===== config.mk =====
export PLATFORM = sky130hd
export DESIGN_NAME = ewb_queue_flat
export DESIGN_NICKNAME = d
export VERILOG_FILES = /design/src/rtl/ewb_queue_if.sv /design/src/rtl/ewb_queue.sv /design/src/flat_wrapper.sv
export SDC_FILE = /design/constraint.sdc
export NUM_CORES = 2
export LEC_CHECK = 0
export BUFFER_PORTS_ARGS = -buffer_cell sky130_fd_sc_hd__buf_2
export CORE_UTILIZATION = 45
export DETAILED_ROUTE_END_ITERATION = 8
export SKIP_CTS_REPAIR_TIMING = 1
export SYNTH_ARGS = -nofsm -noshare
export SYNTH_HDL_FRONTEND = slang
export SYNTH_SLANG_ARGS = --single-unit
export TNS_END_PERCENT = 5

===== constraint.sdc =====
create_clock -name clk -period 24.3 [get_ports clk]
set_input_delay 1.215 -clock clk [delete_from_list [all_inputs] [get_ports clk]]
set_output_delay 1.215 -clock clk [all_outputs]
set_load 0.005 [all_outputs]

===== src/rtl/ewb_queue_if.sv =====
// Cache-side request port, memory-side port and occupancy status of the eviction write buffer.
// The slave modport is the buffer's view; the master modport is the view of whoever drives it.
interface ewb_queue_if #(
    parameter int DEPTH  = 4,
    parameter int LINE_W = 256,
    parameter int ADDR_W = 32
);
    localparam int CNT_W = $clog2(DEPTH + 1);

    logic              ewb_read_i;
    logic              ewb_write_i;
    logic [ADDR_W-1:0] ewb_address_i;
    logic [LINE_W-1:0] ewb_wdata_i;
    logic [LINE_W-1:0] ewb_rdata_o;
    logic              ewb_resp_o;

    logic              mem_read_o;
    logic              mem_write_o;
    logic [ADDR_W-1:0] mem_address_o;
    logic [LINE_W-1:0] mem_wdata_o;
    logic [LINE_W-1:0] mem_rdata_i;
    logic              mem_resp_i;

    logic              full_o;
    logic              empty_o;
    logic [CNT_W-1:0]  count_o;

    modport slave (
        input  ewb_read_i, ewb_write_i, ewb_address_i, ewb_wdata_i,
        output ewb_rdata_o, ewb_resp_o,
        output mem_read_o, mem_write_o, mem_address_o, mem_wdata_o,
        input  mem_rdata_i, mem_resp_i,
        output full_o, empty_o, count_o
    );

    modport master (
        output ewb_read_i, ewb_write_i, ewb_address_i, ewb_wdata_i,
        input  ewb_rdata_o, ewb_resp_o,
        input  mem_read_o, mem_write_o, mem_address_o, mem_wdata_o,
        output mem_rdata_i, mem_resp_i,
        input  full_o, empty_o, count_o
    );
endinterface


===== src/rtl/ewb_queue.sv =====
// Multi-entry eviction write buffer: absorbs dirty-line writebacks into a FIFO, drains them to
// memory in the background, answers read hits locally and coalesces writes to buffered lines.
module ewb_queue #(
    parameter int DEPTH  = 4,
    parameter int LINE_W = 256,
    parameter int ADDR_W = 32
) (
    input  logic       clk,
    input  logic       rst_n,
    ewb_queue_if.slave bus
);
    localparam int PTR_W = $clog2(DEPTH);
    localparam int CNT_W = $clog2(DEPTH + 1);

    typedef enum logic [1:0] {
        S_IDLE,
        S_MEM_RD,
        S_MEM_WR
    } state_t;

    state_t            r_state;
    logic [DEPTH-1:0]  r_valid;
    logic [ADDR_W-1:0] r_addr [DEPTH];
    logic [LINE_W-1:0] r_data [DEPTH];
    logic [PTR_W-1:0]  r_head;
    logic [PTR_W-1:0]  r_tail;
    logic [CNT_W-1:0]  r_count;
    logic              r_resp;
    logic [LINE_W-1:0] r_hit_data;

    logic             w_full;
    logic             w_inflight;
    logic             w_pop;
    logic             w_lower_ok;
    logic             w_rd_hit;
    logic [PTR_W-1:0] w_rd_idx;
    logic             w_wr_match;
    logic [PTR_W-1:0] w_wr_idx;
    logic             w_coalesce;
    logic             w_enqueue;
    logic             w_wr_acc;
    logic             w_rd_hit_acc;
    logic             w_rd_miss;
    logic             w_miss_resp;

    assign w_full     = (r_count == CNT_W'(DEPTH));
    assign w_inflight = (r_state == S_MEM_WR);
    assign w_pop      = w_inflight && bus.mem_resp_i;
    // The resp cycle blocks new acceptance so a request still held then is not taken twice.
    assign w_lower_ok = !r_resp && (r_state != S_MEM_RD);

    // Scan oldest to youngest so the last match found is the one closest to the tail.
    always_comb begin
        w_rd_hit   = 1'b0;
        w_rd_idx   = '0;
        w_wr_match = 1'b0;
        w_wr_idx   = '0;
        for (int unsigned k = 0; k < DEPTH; k++) begin
            if (r_valid[r_head + PTR_W'(k)] &&
                (r_addr[r_head + PTR_W'(k)] == bus.ewb_address_i)) begin
                w_rd_hit = 1'b1;
                w_rd_idx = r_head + PTR_W'(k);
                if (!(w_inflight && (k == 0))) begin
                    w_wr_match = 1'b1;
                    w_wr_idx   = r_head + PTR_W'(k);
                end
            end
        end
    end

    assign w_coalesce   = w_lower_ok && bus.ewb_write_i && w_wr_match;
    assign w_enqueue    = w_lower_ok && bus.ewb_write_i && !w_wr_match && !w_full;
    assign w_wr_acc     = w_coalesce || w_enqueue;
    assign w_rd_hit_acc = w_lower_ok && bus.ewb_read_i && w_rd_hit;
    assign w_rd_miss    = w_lower_ok && bus.ewb_read_i && !w_rd_hit;
    assign w_miss_resp  = (r_state == S_MEM_RD) && bus.mem_resp_i;

    always_ff @(posedge clk or negedge rst_n) begin
        if (!rst_n) begin
            r_state    <= S_IDLE;
            r_valid    <= '0;
            r_head     <= '0;
            r_tail     <= '0;
            r_count    <= '0;
            r_resp     <= 1'b0;
            r_hit_data <= '0;
        end else begin
            r_resp <= w_wr_acc || w_rd_hit_acc;
            if (w_rd_hit_acc) begin
                r_hit_data <= r_data[w_rd_idx];
            end
            if (w_enqueue) begin
                r_valid[r_tail] <= 1'b1;
                r_tail          <= r_tail + 1'b1;
            end
            if (w_pop) begin
                r_valid[r_head] <= 1'b0;
                r_head          <= r_head + 1'b1;
            end
            case ({w_enqueue, w_pop})
                2'b10:   r_count <= r_count + 1'b1;
                2'b01:   r_count <= r_count - 1'b1;
                default: r_count <= r_count;
            endcase
            case (r_state)
                S_IDLE: begin
                    if (w_rd_miss) begin
                        r_state <= S_MEM_RD;
                    end else if (r_count != '0) begin
                        r_state <= S_MEM_WR;
                    end
                end
                S_MEM_RD: begin
                    if (bus.mem_resp_i) begin
                        r_state <= S_IDLE;
                    end
                end
                S_MEM_WR: begin
                    if (bus.mem_resp_i) begin
                        r_state <= S_IDLE;
                    end
                end
                default: r_state <= S_IDLE;
            endcase
        end
    end

    // Line storage carries no reset; an entry is meaningful only while its valid bit is set.
    always_ff @(posedge clk) begin
        if (w_enqueue) begin
            r_addr[r_tail] <= bus.ewb_address_i;
            r_data[r_tail] <= bus.ewb_wdata_i;
        end else if (w_coalesce) begin
            r_data[w_wr_idx] <= bus.ewb_wdata_i;
        end
    end

    assign bus.ewb_resp_o    = r_resp || w_miss_resp;
    assign bus.ewb_rdata_o   = w_miss_resp ? bus.mem_rdata_i : (r_resp ? r_hit_data : '0);
    assign bus.mem_read_o    = (r_state == S_MEM_RD);
    assign bus.mem_write_o   = w_inflight;
    assign bus.mem_address_o = (r_state == S_MEM_RD) ? bus.ewb_address_i :
                               (w_inflight ? r_addr[r_head] : '0);
    assign bus.mem_wdata_o   = w_inflight ? r_data[r_head] : '0;
    assign bus.full_o        = w_full;
    assign bus.empty_o       = (r_count == '0);
    assign bus.count_o       = r_count;
endmodule


===== src/flat_wrapper.sv =====
// flat-port wrapper written by rule: the top's interface ports become plain ports
module ewb_queue_flat 
#(
    parameter int DEPTH  = 4,
    parameter int LINE_W = 256,
    parameter int ADDR_W = 32
)
  (clk, rst_n, bus_ewb_read_i, bus_ewb_write_i, bus_ewb_address_i, bus_ewb_wdata_i, bus_ewb_rdata_o, bus_ewb_resp_o, bus_mem_read_o, bus_mem_write_o, bus_mem_address_o, bus_mem_wdata_o, bus_mem_rdata_i, bus_mem_resp_i, bus_full_o, bus_empty_o, bus_count_o);
  ewb_queue_if #(.DEPTH(DEPTH), .LINE_W(LINE_W), .ADDR_W(ADDR_W)) bus_i ();
  input  logic clk;
  input  logic rst_n;
  input wire logic [$bits(bus_i.ewb_read_i)-1:0] bus_ewb_read_i;
  input wire logic [$bits(bus_i.ewb_write_i)-1:0] bus_ewb_write_i;
  input wire logic [$bits(bus_i.ewb_address_i)-1:0] bus_ewb_address_i;
  input wire logic [$bits(bus_i.ewb_wdata_i)-1:0] bus_ewb_wdata_i;
  output wire logic [$bits(bus_i.ewb_rdata_o)-1:0] bus_ewb_rdata_o;
  output wire logic [$bits(bus_i.ewb_resp_o)-1:0] bus_ewb_resp_o;
  output wire logic [$bits(bus_i.mem_read_o)-1:0] bus_mem_read_o;
  output wire logic [$bits(bus_i.mem_write_o)-1:0] bus_mem_write_o;
  output wire logic [$bits(bus_i.mem_address_o)-1:0] bus_mem_address_o;
  output wire logic [$bits(bus_i.mem_wdata_o)-1:0] bus_mem_wdata_o;
  input wire logic [$bits(bus_i.mem_rdata_i)-1:0] bus_mem_rdata_i;
  input wire logic [$bits(bus_i.mem_resp_i)-1:0] bus_mem_resp_i;
  output wire logic [$bits(bus_i.full_o)-1:0] bus_full_o;
  output wire logic [$bits(bus_i.empty_o)-1:0] bus_empty_o;
  output wire logic [$bits(bus_i.count_o)-1:0] bus_count_o;
  assign bus_i.ewb_read_i = bus_ewb_read_i;
  assign bus_i.ewb_write_i = bus_ewb_write_i;
  assign bus_i.ewb_address_i = bus_ewb_address_i;
  assign bus_i.ewb_wdata_i = bus_ewb_wdata_i;
  assign bus_ewb_rdata_o = bus_i.ewb_rdata_o;
  assign bus_ewb_resp_o = bus_i.ewb_resp_o;
  assign bus_mem_read_o = bus_i.mem_read_o;
  assign bus_mem_write_o = bus_i.mem_write_o;
  assign bus_mem_address_o = bus_i.mem_address_o;
  assign bus_mem_wdata_o = bus_i.mem_wdata_o;
  assign bus_i.mem_rdata_i = bus_mem_rdata_i;
  assign bus_i.mem_resp_i = bus_mem_resp_i;
  assign bus_full_o = bus_i.full_o;
  assign bus_empty_o = bus_i.empty_o;
  assign bus_count_o = bus_i.count_o;
  ewb_queue #(.DEPTH(DEPTH), .LINE_W(LINE_W), .ADDR_W(ADDR_W)) u_core (.clk(clk), .rst_n(rst_n), .bus(bus_i));
endmodule

# Word level (Yosys, flattened, before mapping)
# Memories as Yosys holds them, arrays and structs flattened. A register that Yosys moved wholly into a read port is not among the register bits.
# Cells that the tools add are included.
[totals]
regBits = 14
ram_bits = 1152
out_inout_bits = 552
word_cells = 117
n_memories = 2
[memory_table]
columns = ["name", "depth", "width", "read_ports", "rd_ports_with_merged_regs", "wr", "line", "text"]
rows = [
  ["u_core.r_data", 4, 256, 2, 1, 1, "ewb_queue.sv:24", "logic [LINE_W-1:0] r_data [DEPTH];"],
  ["u_core.r_addr", 4, 32, 4, 0, 1, "ewb_queue.sv:23", "logic [ADDR_W-1:0] r_addr [DEPTH];"],
]
[classes]
n_addsub = 6
n_lt_le_gt_ge = 7
n_eq_ne = 12
muxes = 50
n_bitwise = 3
n_reduce_logical = 31
[op_table]
columns = ["operator", "count"]
rows = [
  ["256-bit two-way mux", 4],
  ["256-bit OR reduction", 1],
  ["32-bit == test", 4],
  ["32-bit two-way mux", 2],
  ["2-bit two-way mux", 13],
  ["1-bit two-way mux", 21],
  ["1-bit logical AND", 16],
  ["2-bit by 3-bit < comparator with 1-bit output, second input constant", 5],
  ["1-bit binary-select mux with 2-bit select", 4],
  ["4-bit two-way mux", 2],
  ["3-bit one-hot mux with 2 select lines", 1],
  ["1-bit logical NOT", 5],
  ["2-bit by 1-bit adder with 2-bit output, second input constant", 2],
  ["2-bit adder, second input constant", 2],
  ["4-bit bitwise AND", 1],
  ["1-bit demux with 2-bit select", 2],
  ["2-bit by 1-bit == test with 1-bit output, second input constant", 2],
  ["2-bit == test, second input constant", 2],
  ["2-bit by 1-bit >= comparator with 1-bit output, second input constant", 2],
  ["2-bit by 1-bit inequality test with 1-bit output, second input constant", 2],
  ["4-bit NOT", 1],
  ["4-bit bitwise OR", 1],
  ["2-bit one-hot mux with 2 select lines", 1],
  ["3-bit by 1-bit adder with 3-bit output, second input constant", 1],
  ["10 further kinds", 12],
]

# Logic depth before layout (Yosys ltp)
[depth]
ltp_word = 14
ltp_mapped = 28
ltp_nobuf = 17

# Worst setup path after synthesis
# OpenSTA, ideal clock, no wires.
[synth_timing]
path_kind = "reg2reg"
from = "register u_core.r_head[0]"
to = "memory u_core.r_data[0][0] (enable)"
t_arrival_ns = 17.253
t_required_ns = 23.340
setup_slack_ns = 6.087
path_stages_with_launch = 23
n_path_buf = 11
synth_period_minus_slack_ns = 18.213
cell_sequence = "dfrtp_1 > buf_6 > buf_6 > buf_6 > inv_1 > buf_1 > clkbuf_1 > clkbuf_1 > ha_1 > buf_4 > buf_2 > buf_2 > buf_2 > mux2i_1 > a22oi_1 > a32o_1 > and4b_1 > and3_1 > nor4_1 > or2_2 > clkbuf_1 > mux2_2 > a21oi_1"
[synth_between]
elab_chain_len = 14
[synth_rtl]
columns = ["item", "line", "text"]
rows = [
  ["start: declaration", "ewb_queue.sv:25", "logic [PTR_W-1:0] r_head;"],
  ["start signal: assignment", "ewb_queue.sv:98", "r_head <= r_head + 1'b1;"],
  ["2-bit by 1-bit adder with 2-bit output (tied with other cells)", "ewb_queue.sv:59, ewb_queue.sv:60, ewb_queue.sv:65", ""],
  ["memory 4 x 32 bit (tied with other cells)", "--", ""],
  ["32-bit == test (tied with other cells)", "ewb_queue.sv:60", "(r_addr[r_head + PTR_W'(k)] == bus.ewb_address_i)) begin"],
  ["1-bit logical AND / 1-bit two-way mux (equally long branches)", "ewb_queue.sv:59", "if (r_valid[r_head + PTR_W'(k)] &&"],
  ["1-bit two-way mux (3 in a row)", "ewb_queue.sv:59", ""],
  ["1-bit logical NOT", "ewb_queue.sv:72", "assign w_enqueue = w_lower_ok && bus.ewb_write_i && !w_wr_match && !w_full;"],
  ["1-bit logical AND (2 in a row)", "ewb_queue.sv:72", ""],
  ["1-bit two-way mux", "ewb_queue.sv:130", "if (w_enqueue) begin"],
  ["1-bit two-way mux (not written as such)", "ewb_queue.sv:134", "r_data[w_wr_idx] <= bus.ewb_wdata_i;"],
  ["256-bit OR reduction (no source line)", "--", ""],
  ["2-bit two-way mux (no source line) / 1-bit two-way mux (equally long branches)", "--", ""],
  ["end: declaration", "ewb_queue.sv:24", ""],
]
# Parallel ways exist; a longest one is shown, timed or not. The select of a mux whose other input is x is not followed.

# Worst setup path after layout
[layout_timing]
from = "register u_core.r_head[1]"
to = "register u_core.r_hit_data[217] (read register of u_core.r_data)"
[layout_between]
elab_chain_len = 8
[layout_rtl]
columns = ["item", "line", "text"]
rows = [
  ["2-bit by 1-bit adder with 2-bit output (tied with other cells)", "ewb_queue.sv:59, ewb_queue.sv:60, ewb_queue.sv:62", ""],
  ["memory 4 x 32 bit (tied with other cells)", "--", ""],
  ["32-bit == test (tied with other cells)", "ewb_queue.sv:60", ""],
  ["1-bit logical AND / 1-bit two-way mux (equally long branches)", "ewb_queue.sv:59", ""],
  ["1-bit two-way mux (3 in a row)", "ewb_queue.sv:59", ""],
  ["1-bit logical AND", "ewb_queue.sv:74", "assign w_rd_hit_acc = w_lower_ok && bus.ewb_read_i && w_rd_hit;"],
  ["end: declaration", "ewb_queue.sv:29", "logic [LINE_W-1:0] r_hit_data;"],
]
# Parallel ways exist; a longest one is shown, timed or not. The select of a mux whose other input is x is not followed.
# A chain may end at the register's enable or synchronous reset.

==> run metrics <==
Initial Util a little under half; clk_skew roughly 0.03 ns; dpl hpwl 179.4 mm; Row Count 157; post-synthesis adder-cell area fraction 0.2054%; synthesis-to-finish area growth 14.65%; fraction of registers with async set/reset approximately a fifth; total power 9.917 mW; Final #Nets 8095; initial antenna violation count 96; Syn Area/Cell 12.09 µm²; grt ovf 0; pwr dens 104.4 mW/mm²; RSZ-0062 raised after global routing no; Max Freq 0.1099 GHz; setup ws final 15.20 ns; vias 64190; Register Area 0.04136 mm²; kind of critical path reg2reg; final cell count without fillers 10170; # DRC 0; RD Place Congestion 0.9406; share of cells above drive strength 1 25.18%; height of the die roughly 430 µm; maxcap violations 0; ratio of final minimum period to clock period 37.45%; GRT Resource Usage Total between 30% and 40%; I/O pin count 1101; drt first pass iters 6; remaining antenna violation count after routing 0; post-synthesis mux area share 17.66%; Hold WC Path Type in2async; top cell type's share of synthesized area 41.76%; critical path arrival 9.80 ns; crit-path max FO 45; Synth Area in Simple Gates 12.81%; clock buffer depth 3; Ys Warns 0; filler instances 15810; die area approximately 0.19 mm²; Clk pin slew, worst setup/hold paths 0.07 ns; number of CTS-inserted buffers 163; worst slew pin tran 1.292 ns; final slew viol count 0; # setup viols final 0; leakage about 40 nW; Req. time, crit path between 20 and 30 ns; Synth Area in Compound Gates 14.63%; #FFs+latches synth 1422; routed vias/inst 6.310; Core Footprint 0.1829 mm²; XOR/XNOR Fraction of Synth Area under 10%; multi-input combinational cell area approximately 0.039 mm²; syn_nets 7417; largest family of logic cells by synthesized area multiplexers; vias in the first global route 61670; synth top area cells edfxtp_1 (42%), mux4_2 (9.6%), dfrtp_1 (8.2%), and2_1 (3.9%), mux2i_1 (3.9%); status finished clean; Max rail drop VDD between 0.1 and 0.15 mV; Post-Syn Instances between 6000 and 7000; pre-CTS setup slack 15.30 ns; final core utilization around half; H-tree depth 4; per-cell routed wire length 29.39 µm; EDFF count, synth 1152; worst skew pair latency about 0.83 ns; clock root buffer clkbuf_16; top-count cell post-synth edfxtp_1; Seq/Total Area, Yosys 49.91%; Cell Area, Synth slightly above 0.08 mm²; Tmin final between 9 and 10 ns; post-synth top area cell edfxtp_1; die width 431.1 µm; worst rel slew slack 13.87%; CP startpoint kind flip-flop; pin count of the biggest net entering global routing 189; TNS Setup 0 ns; TritonCTS clock tree done; Post-synth top cells edfxtp_1 (1152), nand2_1 (553), and2_1 (522); Crit. End Element flip-flop; Cell variety after synth 74; Final Hold Vio Count 0; first-pass GRT wire length 428.4 mm; Initial DRC Count 6163; TritonCTS sink count 1422; final WL around 300 mm; Inst Count DP 9832; Synth Flop Type edfxtp_1; port bufs between 1000 and 1500
==> final timing paths <==
check / to / cells after the start / slack (ns) / start
worst max register to register: u_core.r_hit_data[217] / 15 / 15.20 / u_core.r_head[1]
worst min register to register: u_core.bus.count_o[2] / 1 / 0.53 / u_core.bus.count_o[2]
worst min-delay path: u_core.r_hit_data[39] / 1 / 0.36 / rst_n
max in group asynchronous: u_core.r_hit_data[149] / 4 / 21.27 / rst_n
worst max-delay path: u_core.r_hit_data[217] / 15 / 15.20 / u_core.r_head[1]
min in group clk: u_core.bus.count_o[2] / 1 / 0.53 / u_core.bus.count_o[2]
==> registers in the layout (all words and copies together), names as in the netlist <==
| name | count |
|---|---|
| u_core.r_hit_data | 256 |
| u_core.r_resp | 1 |
| u_core.r_tail | 2 |
| u_core.bus.count_o | 3 |
| u_core.r_valid | 4 |
| u_core.r_head | 2 |
| u_core.r_data | 1024 |
| u_core.r_state | 2 |
| u_core.r_addr | 128 |
==> cells in the final DEF, fill, tap and decap left out, types with 66 or more instances in the layout <==
cell,count
mux2_1,141
buf_2,1099
a21o_1,259
o21a_1,258
nand2_1,553
buf_4,66
a31oi_1,258
edfxtp_1,1152
mux4_2,354
mux2i_1,326
clkbuf_16,167
mux2_4,100
a22o_1,287
o211ai_1,258
xnor2_1,99
o21ai_0,271
and2_1,520
nand3_1,265
nor2b_1,261
dfrtp_1,267
and3_1,263
==> layout make-up <==
type | count | share of cell area, %
clock buffer | 226 | 4.823
clock inverter | 75 | 0.6732
sequential | 1422 | 43.55
timing repair buffer | 1190 | 6.835
inverter | 23 | 0.09880
antenna | 41 | 0.1080
tap | 2464 | 3.246
multi-input combinational | 4733 | 40.67
==> worst max-delay path, cell delays in order (launching register included) <==
cell and delay [ns]:
dfrtp_4 0.84, inv_1 0.52, ha_4 0.62, buf_4 0.56, mux4_2 0.59, xnor2_1 0.31, nand4_1 0.20, nor3_1 0.31
nor4bb_1 0.74, a21bo_4 0.68, and2_4 0.65, a2bb2oi_4 0.59, buf_4 0.81, buf_4 0.80, mux2_2 0.41, a21o_1 0.18
==> power by group <==
part,switching [mW],internal (mW),leakage (nW),total (mW)
Clock,1.04,1.40,2.56,2.44
Sequential,0.214,3.04,14.2,3.25
Combinational,2.46,1.76,23.0,4.22
==> metal layers <==
layer | GRT usage [%] | share of wire [%] | vias up
met5 | 0 | 0.13 | -
met4 | 15.95 | 5.0 | 60
met3 | 6.361 | 7.9 | 628
met2 | 50.14 | 48 | 2968
met1 | 39.64 | 39 | 32790
li1 | - | - | 27740
==> metrics by stage <==
| step | hold slack (ns) | instance area [µm²] |
|---|---|---|
| 6_report | 0.3585 | 94980 |
| 5_1_grt | 0.3967 | 94950 |
| 4_1_cts | 0.3690 | 94870 |
| 3_5_place_dp | 0.5085 | 89650 |
| 3_3_place_gp | 0.5068 | 89650 |
| 2_1_floorplan | 0.4974 | 82840 |
==> cell families after synthesis <==
group                      after synthesis
DFF                                   1422
muxes                                  948
AOI/OAI and AO/OA                     1690
and+or+nand+nor                       1972
xor gates and xnor gates               110
adders and majority gates               13
buffers and inverters                  700
Note: power is estimated with default switching activity, not from simulation.
